### config.mk
export PLATFORM = sky130hd
export DESIGN_NAME = select_encode_writeback_flat
export DESIGN_NICKNAME = d
export VERILOG_FILES = /design/src/rtl/select_encode_writeback_if.sv /design/src/rtl/select_encode_writeback.sv /design/src/flat_wrapper.sv
export SDC_FILE = /design/constraint.sdc
export NUM_CORES = 1
export LEC_CHECK = 0
export BUFFER_PORTS_ARGS = -buffer_cell sky130_fd_sc_hd__buf_4
export CORE_ASPECT_RATIO = 0.5
export CORE_UTILIZATION = 40
export CTS_CLUSTER_DIAMETER = 40
export CTS_CLUSTER_SIZE = 25
export DETAILED_ROUTE_END_ITERATION = 8
export GPL_TIMING_DRIVEN = 0
export HOLD_SLACK_MARGIN = 0.02
export PLACE_DENSITY_LB_ADDON = 0.12
export SLEW_MARGIN = 10
export SYNTH_ARGS = -nofsm -noshare
export SYNTH_HDL_FRONTEND = slang
export SYNTH_SLANG_ARGS = --single-unit
### constraint.sdc
create_clock -name clk -period 1.7 [get_ports clk]
set_input_delay 0.17 -clock clk [delete_from_list [all_inputs] [get_ports clk]]
set_output_delay 0.17 -clock clk [all_outputs]
set_load 0.05 [all_outputs]
### src/rtl/select_encode_writeback_if.sv
// Control/bus bundle between the sequencer, select/encode/write-back block and register file.
// master = controller side driving requests; slave = select_encode_writeback.
interface select_encode_writeback_if #(
  parameter int DW   = 32,
  parameter int NREG = 16
);
  logic [DW-1:0]   bus_in;
  logic            ir_ld;
  logic            gra;
  logic            grb;
  logic            grc;
  logic            r_out;
  logic            ba_out;
  logic            r_in;
  logic            r_in_ready;
  logic            rf_ready;
  logic [NREG-1:0] r_sel_out;
  logic            r0_zero;
  logic [NREG-1:0] wr_en;
  logic [DW-1:0]   wr_data;
  logic            raw_hazard;
  logic [DW-1:0]   ir_q;
  logic [DW-1:0]   c_sign_extended;

  modport master (
    output bus_in, ir_ld, gra, grb, grc, r_out, ba_out, r_in, rf_ready,
    input  r_in_ready, r_sel_out, r0_zero, wr_en, wr_data, raw_hazard, ir_q, c_sign_extended
  );

  modport slave (
    input  bus_in, ir_ld, gra, grb, grc, r_out, ba_out, r_in, rf_ready,
    output r_in_ready, r_sel_out, r0_zero, wr_en, wr_data, raw_hazard, ir_q, c_sign_extended
  );
endinterface

### src/rtl/select_encode_writeback.sv
// IR + Ra/Rb/Rc one-hot select decode (combinational), C sign-extend, one-entry write-back buffer.
// Writes drain the cycle after accept; rf_ready low holds the entry and drops r_in_ready when full.
module select_encode_writeback #(
  parameter int DW   = 32,
  parameter int NREG = 16
) (
  input logic                 clk,
  input logic                 clr,
  select_encode_writeback_if.slave sel_if
);

  logic [DW-1:0] r_ir;
  logic          r_buf_vld;
  logic [3:0]    r_buf_idx;
  logic [DW-1:0] r_buf_dat;

  logic          w_sel_any;
  logic [3:0]    w_idx;
  logic          w_drive;
  logic          w_r0_zero;
  logic          w_accept;
  logic          w_drain;
  logic          w_in_ready;

  assign w_sel_any = sel_if.gra | sel_if.grb | sel_if.grc;

  always_comb begin
    w_idx = r_ir[18:15];
    if (sel_if.gra)
      w_idx = r_ir[26:23];
    else if (sel_if.grb)
      w_idx = r_ir[22:19];
  end

  assign w_drive   = sel_if.r_out | sel_if.ba_out;
  // BAout on R0 reads as constant zero; r_out alone still selects R0.
  assign w_r0_zero = w_sel_any & sel_if.ba_out & (w_idx == 4'd0);

  assign sel_if.r_sel_out = (w_sel_any & w_drive & !w_r0_zero) ? (NREG'(1) << w_idx) : '0;
  assign sel_if.r0_zero   = w_r0_zero;

  assign w_in_ready = !r_buf_vld | sel_if.rf_ready;
  assign w_accept   = sel_if.r_in & w_sel_any & w_in_ready;
  assign w_drain    = r_buf_vld & sel_if.rf_ready;

  assign sel_if.r_in_ready = w_in_ready;
  assign sel_if.wr_en      = w_drain ? (NREG'(1) << r_buf_idx) : '0;
  assign sel_if.wr_data    = r_buf_vld ? r_buf_dat : '0;
  // Flag even while the entry drains: the register file has not been updated yet this cycle.
  assign sel_if.raw_hazard = r_buf_vld & w_drive & w_sel_any & (r_buf_idx == w_idx);

  assign sel_if.ir_q            = r_ir;
  assign sel_if.c_sign_extended = {{(DW-19){r_ir[18]}}, r_ir[18:0]};

  always_ff @(posedge clk or negedge clr) begin
    if (!clr) begin
      r_ir      <= '0;
      r_buf_vld <= 1'b0;
      r_buf_idx <= '0;
      r_buf_dat <= '0;
    end else begin
      if (sel_if.ir_ld)
        r_ir <= sel_if.bus_in;
      // Accept and drain may coincide: the new entry replaces the draining one without a bubble.
      if (w_accept) begin
        r_buf_vld <= 1'b1;
        r_buf_idx <= w_idx;
        r_buf_dat <= sel_if.bus_in;
      end else if (w_drain) begin
        r_buf_vld <= 1'b0;
      end
    end
  end

endmodule

### src/flat_wrapper.sv
// flat-port wrapper written by rule: the top's interface ports become plain ports
module select_encode_writeback_flat 
#(
  parameter int DW   = 32,
  parameter int NREG = 16
)
  (clk, clr, sel_if_bus_in, sel_if_ir_ld, sel_if_gra, sel_if_grb, sel_if_grc, sel_if_r_out, sel_if_ba_out, sel_if_r_in, sel_if_rf_ready, sel_if_r_in_ready, sel_if_r_sel_out, sel_if_r0_zero, sel_if_wr_en, sel_if_wr_data, sel_if_raw_hazard, sel_if_ir_q, sel_if_c_sign_extended);
  select_encode_writeback_if #(.DW(DW), .NREG(NREG)) sel_if_i ();
  input logic clk;
  input logic clr;
  input wire logic [$bits(sel_if_i.bus_in)-1:0] sel_if_bus_in;
  input wire logic [$bits(sel_if_i.ir_ld)-1:0] sel_if_ir_ld;
  input wire logic [$bits(sel_if_i.gra)-1:0] sel_if_gra;
  input wire logic [$bits(sel_if_i.grb)-1:0] sel_if_grb;
  input wire logic [$bits(sel_if_i.grc)-1:0] sel_if_grc;
  input wire logic [$bits(sel_if_i.r_out)-1:0] sel_if_r_out;
  input wire logic [$bits(sel_if_i.ba_out)-1:0] sel_if_ba_out;
  input wire logic [$bits(sel_if_i.r_in)-1:0] sel_if_r_in;
  input wire logic [$bits(sel_if_i.rf_ready)-1:0] sel_if_rf_ready;
  output wire logic [$bits(sel_if_i.r_in_ready)-1:0] sel_if_r_in_ready;
  output wire logic [$bits(sel_if_i.r_sel_out)-1:0] sel_if_r_sel_out;
  output wire logic [$bits(sel_if_i.r0_zero)-1:0] sel_if_r0_zero;
  output wire logic [$bits(sel_if_i.wr_en)-1:0] sel_if_wr_en;
  output wire logic [$bits(sel_if_i.wr_data)-1:0] sel_if_wr_data;
  output wire logic [$bits(sel_if_i.raw_hazard)-1:0] sel_if_raw_hazard;
  output wire logic [$bits(sel_if_i.ir_q)-1:0] sel_if_ir_q;
  output wire logic [$bits(sel_if_i.c_sign_extended)-1:0] sel_if_c_sign_extended;
  assign sel_if_i.bus_in = sel_if_bus_in;
  assign sel_if_i.ir_ld = sel_if_ir_ld;
  assign sel_if_i.gra = sel_if_gra;
  assign sel_if_i.grb = sel_if_grb;
  assign sel_if_i.grc = sel_if_grc;
  assign sel_if_i.r_out = sel_if_r_out;
  assign sel_if_i.ba_out = sel_if_ba_out;
  assign sel_if_i.r_in = sel_if_r_in;
  assign sel_if_i.rf_ready = sel_if_rf_ready;
  assign sel_if_r_in_ready = sel_if_i.r_in_ready;
  assign sel_if_r_sel_out = sel_if_i.r_sel_out;
  assign sel_if_r0_zero = sel_if_i.r0_zero;
  assign sel_if_wr_en = sel_if_i.wr_en;
  assign sel_if_wr_data = sel_if_i.wr_data;
  assign sel_if_raw_hazard = sel_if_i.raw_hazard;
  assign sel_if_ir_q = sel_if_i.ir_q;
  assign sel_if_c_sign_extended = sel_if_i.c_sign_extended;
  select_encode_writeback #(.DW(DW), .NREG(NREG)) u_core (.clk(clk), .clr(clr), .sel_if(sel_if_i));
endmodule
* Yosys cells after proc, flatten, opt, wreduce, memory -nomap -nowiden
Cells that the tools add are included.
Operators by class: eq/ne operators 1, shift operators 2, mux-type cells 7, bitwise gates (word level) 14, reduce and logical (&&, ||, !) cells 4
Operators by type and width (number):
- 16-bit two-way mux | 2
- 32-bit two-way mux | 1
- 1-bit by 4-bit left shift with 16-bit output, first input constant | 2
- 1-bit bitwise AND | 10
- 4-bit two-way mux | 2
- 4-bit == test | 1
- 4-bit zero test | 1
- 1-bit bitwise OR | 4
- 1-bit zero test | 2
- 1-bit two-way mux | 2
- 2-bit nonzero test | 1
Word-level totals: register bits after elaboration 69, bits of input ports 42, word-level logic and storage cells 32

* Logic depth before layout (Yosys ltp)
word-level depth 7, gate-level depth with buffers 7, depth with buffers taken out 4

* Worst setup path after synthesis
No wires, ideal clock.
kind flip-flop to output port, from register u_core.r_ir[16] (netlist: u_core.sel_if.ir_q[16]), to output sel_if_raw_hazard, data arrival time 2859 ps, data required time 1530 ps, path slack -1329 ps, cell stages (with the launch flop) 5, buffers on the path 0, cells stage by stage dfrtp_1 > mux2i_1 > o21ai_0 > xor2_1 > nor4_1
On the way: word-level cells in the longest chain between the ends 4
RTL lines:
- start: declaration | RTL line select_encode_writeback.sv:12 | logic [DW-1:0] r_ir;
- start signal: assignment | RTL line select_encode_writeback.sv:63 | r_ir <= sel_if.bus_in;
- 4-bit two-way mux | RTL line select_encode_writeback.sv:31 | else if (sel_if.grb)
- 4-bit two-way mux | RTL line select_encode_writeback.sv:29 | if (sel_if.gra)
- 4-bit == test | RTL line select_encode_writeback.sv:50 | assign sel_if.raw_hazard = r_buf_vld & w_drive & w_sel_any & (r_buf_idx == w_idx);
- 1-bit bitwise AND | RTL line select_encode_writeback.sv:50
- end: declaration | RTL line flat_wrapper.sv:25 | output wire logic [$bits(sel_if_i.raw_hazard)-1:0] sel_if_raw_hazard;
No other way between the ends.

* Final worst setup path
from register u_core.r_ir[15] (netlist: u_core.sel_if.ir_q[15]), to output sel_if_r_sel_out[0]
On the way: word-level cells in the longest chain between the ends 7
RTL lines:
- 4-bit two-way mux (*) | RTL line select_encode_writeback.sv:31
- 4-bit two-way mux (*) | RTL line select_encode_writeback.sv:29
- 4-bit zero test | RTL line select_encode_writeback.sv:37 | assign w_r0_zero = w_sel_any & sel_if.ba_out & (w_idx == 4'd0);
- 1-bit bitwise AND | RTL line select_encode_writeback.sv:37
- 1-bit zero test | RTL line select_encode_writeback.sv:39 | assign sel_if.r_sel_out = (w_sel_any & w_drive & !w_r0_zero) ? (NREG'(1) << w_idx) : '0;
- 1-bit bitwise AND | RTL line select_encode_writeback.sv:39
- 16-bit two-way mux (*) | RTL line select_encode_writeback.sv:39
- end: declaration | RTL line flat_wrapper.sv:21 | output wire logic [$bits(sel_if_i.r_sel_out)-1:0] sel_if_r_sel_out;
Every way passes the cells marked *; elsewhere a longest branch is shown, timed or not.

==> out/metrics.yaml <==
status:
  outcome: "complete, but fails checks"
  violations: "setup timing"
synthesis:
  ys.flop_type: "dfrtp_1"
  synth-compound-area-share_pct: 1.93
  synth_top_area_share_pct: 47.6
  synth_warnings: 0
  synth_simple_gate_area_share_pct: 14.1
  synth_edf_count: 0
  synth_nets: 343
  synthAdderAreaFrac_pct: 0
  synthXorXnorAreaFrac_pct: 0.724
  synth_top_cell_by_area: "dfrtp_1"
  yosys.cell_types.count: 31
  avgSynthCellArea_um2: 12.1
  ys_seq_area_share_pct: 47.6
  ys_ff_latch: 69
  syn-cell-area_um2: 3630
  synth_mux_area_share_pct: 25.1
  synth.area.top_cells: "dfrtp_1 48%, mux2_2 12%, mux2_4 12%"
  synthArstFlopShare_pct: 100
  syn_inst: 301
  synth_top_family_by_area: "multiplexers"
clock_tree:
  cts_tree: "done"
  clkLatencyLatePin_ns: 0.33
  clockBufferDepth: 2
  clock_sinks: 69
  htreeDepth: 3
  clkTransAtPathRegs_ns: 0.05
  root_buffer: "clkbuf_16"
  numCtsBuffers: 9
place:
  dp_hpwl_um: 6730
  placed_area_um2: 5420
  gp_congestion: 0.738
  port_buffers: 169
  dp.cells: 587
power_and_ir_drop:
  p_comb_share_pct: 43.1
  p_total_uw: 6940
  clkPwrFrac_pct: 26.9
  leakage_uw: 0.00291
  p_int_uw: 4250
  switching_share_pct: 38.8
  powerDensity_nw_per_um2: 1110
  ir_worst_vdd_uv: 610
  seqPwrFrac_pct: 30.0
  p_sw_uw: 2690
timing:
  postLayoutSetupSlackWorst_ns: -0.362
  slew_headroom_pct: 40.7
  final.setup.tns_ns: -3.96
  drv_slew: 0
  setup_violations: 25
  rsz0062_at_grt: "yes"
  fin_skew_ns: 0.00492
  clock.fmax_ghz: 0.485
  hold_viol: 0
  worstMarginPinSlew_ns: 0.889
  fin_crit_ns: 2.06
  period_share_pct: 121
critical_path:
  setup.worst_path.end_class: "primary output"
  path_class: "reg -> out"
  cpLargestDelayFamily: "simple AND/OR/NAND/NOR gates"
  worstPathMaxFanout: 3
  path_cells: "mux2i_4 > o21ai_4 > or3_4 > nor3b_4 > buf_6"
  start_kind: "flop"
  cp.depth: 5
  max_stage_delay_ns: 0.44
  crit_arrival_ns: 1.89
  cp_slowest_cell: "or3_4"
  reg2reg_depth: 5
  cp.required_ns: 1.53
  cp_num_buf_inv: 1
min_path:
  whs_path_depth: 3
  hold_path_class: "in -> reg"
detailed_routing:
  via_per_inst: 4.70
  drc_errors: 0
  wire_per_inst_um: 15.4
  first_pass_iters: 4
  routed_wl_um: 9710
  drt_iter0_drc: 62
  ant_nets: 0
  num_vias: 2959
floorplanning:
  fp.dieH_um: 69.4
  core.rowCount: 24
  ios: 173
  core_um2: 8770
  initial_core_util_pct: 41.4
  die_area_um2: 9490
  die_w_um: 137
grt:
  grt_overflow: 0
  grt_start_max_net_pins: 70
  grt_pass1_vias: 2974
  antenna_found_initial: 0
  grtUsageTotal_pct: 21.0
  grt_first_pass_wirelength_um: 15300
flow_run:
  max_cap_violations: 0
layout:
  final_util_pct: 71.4
  fin_cells: 629
  layout.nets: 549
  regArea_um2: 1740
  fillers: 651
  layout-drive-gt1-share_pct: 76.8
  multi_input_area_um2: 2000
  diodes: 0
  area_growth_pct: 72.5
  fin_area_um2: 6260
## final timing paths
| check | from | to | slack [ns] |
|---|---|---|---|
| setup / recovery | u_core.sel_if.ir_q[15] | sel_if_r_sel_out[0] | -0.36 |
| hold / removal | sel_if_r_in | u_core.r_buf_vld | 0.06 |
| setup reg to reg | u_core.r_buf_vld | u_core.r_buf_dat[7] | 0.10 |
| hold reg to reg | u_core.r_buf_dat[8] | u_core.r_buf_dat[8] | 0.50 |
| max in group asynchronous | clr | u_core.sel_if.ir_q[18] | 0.51 |
| min in group asynchronous | clr | u_core.r_buf_idx[0] | 0.52 |
## stage by stage
stage / hold slack, ns / worst slack (ns)
2_1_floorplan: -0.126 / -0.393
3_3_place_gp: 0.356 / -0.412
3_5_place_dp: 0.352 / -0.425
4_1_cts: 0.0435 / -0.368
5_1_grt: 0.0671 / -0.418
6_report: 0.0560 / -0.362
## logic make-up (layout without fill, tap and decap cells)
family,count (synthesis),count (layout)
multiplexers,72,72
buffers and inverters,50,261
AO/OA/AOI/OAI,11,11
AND/OR/NAND/NOR,96,96
flip-flops,69,69
XOR/XNOR,3,3
## routing by layer
| metal | up-vias | global-route usage, % | part of all wire, % | wire length (um) |
|---|---|---|---|---|
| met2 | 90 | 34.5 | 48 | 4680 |
| li1 | 1412 | - | - | - |
| met5 | - | 0 | 0 | 0 |
| met1 | 1442 | 26.9 | 45 | 4350 |
| met3 | 15 | 6.14 | 5.6 | 539 |
| met4 | 0 | 6.05 | 1.5 | 141 |
## state kept, by name, indices dropped and copies added, names as in the netlist
signal              cells
u_core.r_buf_idx        4
u_core.r_buf_dat       32
u_core.r_buf_vld        1
u_core.sel_if.ir_q     32
## synthesized netlist by cell type, types with 2 or more instances
cell type  instances
clkbuf_1           6
nor3_1            13
buf_1              3
nand2b_1           6
buf_2              3
buf_4             32
xor2_1             2
o21ai_1            2
nand2_1           14
or3_1              3
and2_1            32
o211ai_1           3
nand4_1            3
mux2_4            28
dfrtp_1           69
buf_12             4
nor2_1            19
mux2_2            40
mux2i_1            4
o21ai_0            4
## power by group through the flow
| stage | clock network, uW | logic, uW | registers (uW) |
|---|---|---|---|
| after floorplan | 0 | 1780 | 2300 |
| after global placement | 0 | 2750 | 2050 |
| after detailed placement | 0 | 2780 | 2060 |
| after CTS | 1910 | 2940 | 2060 |
| after global routing | 1990 | 3130 | 2110 |
| final | 1870 | 2990 | 2080 |
## worst register-to-register path, delay by kind of cell, from the launching register on
kind / cells / cell delay [ns]
muxes: 1 / 0.34
DFF: 1 / 0.39
buffers and inverters: 2 / 0.28
and+or+nand+nor: 2 / 0.48
## layout by cell type (no fill, tap or decap), types with 2 or more instances in the layout
| master | n |
|---|---|
| buf_4 | 189 |
| dfrtp_1 | 57 |
| mux2_2 | 39 |
| buf_6 | 37 |
| and2_1 | 32 |
| mux2_4 | 29 |
| nor2_4 | 13 |
| nor3_4 | 11 |
| dfrtp_2 | 11 |
| clkbuf_16 | 10 |
| nand2_1 | 9 |
| buf_8 | 6 |
| o21ai_4 | 5 |
| mux2i_4 | 4 |
| or3_4 | 4 |
| buf_12 | 4 |
| nand2_4 | 3 |
| o211ai_1 | 3 |
| nand2b_4 | 3 |
| nand4_1 | 3 |
| nor2_2 | 3 |
| nor2_1 | 3 |
| buf_1 | 3 |
| buf_2 | 2 |
| nand2b_2 | 2 |
| nor3_2 | 2 |
| xor2_1 | 2 |
| clkbuf_1 | 2 |
| clkinvlp_4 | 2 |
## final cells by class
class	count	area share, %
multi-input cells	182	32.0
plain buffers	46	5.91
flip-flops and latches	69	27.8
clock buffers	11	3.87
repair buffers	198	27.1
clock inverters	5	0.939
inverters	1	0.0599
well taps	117	2.34
## timing repair
item | in CTS | in global routing
endpoints found under the hold margin | 60 | 0
cloned | 1 | 1
pin swaps | 16 | 13
endpoints found under the setup margin | 62 | 62
hold buffers | 1 | 0
resized for setup | 57 | 34
buffers inserted | 22 | 5
Note: power is estimated with default switching activity, not from simulation.
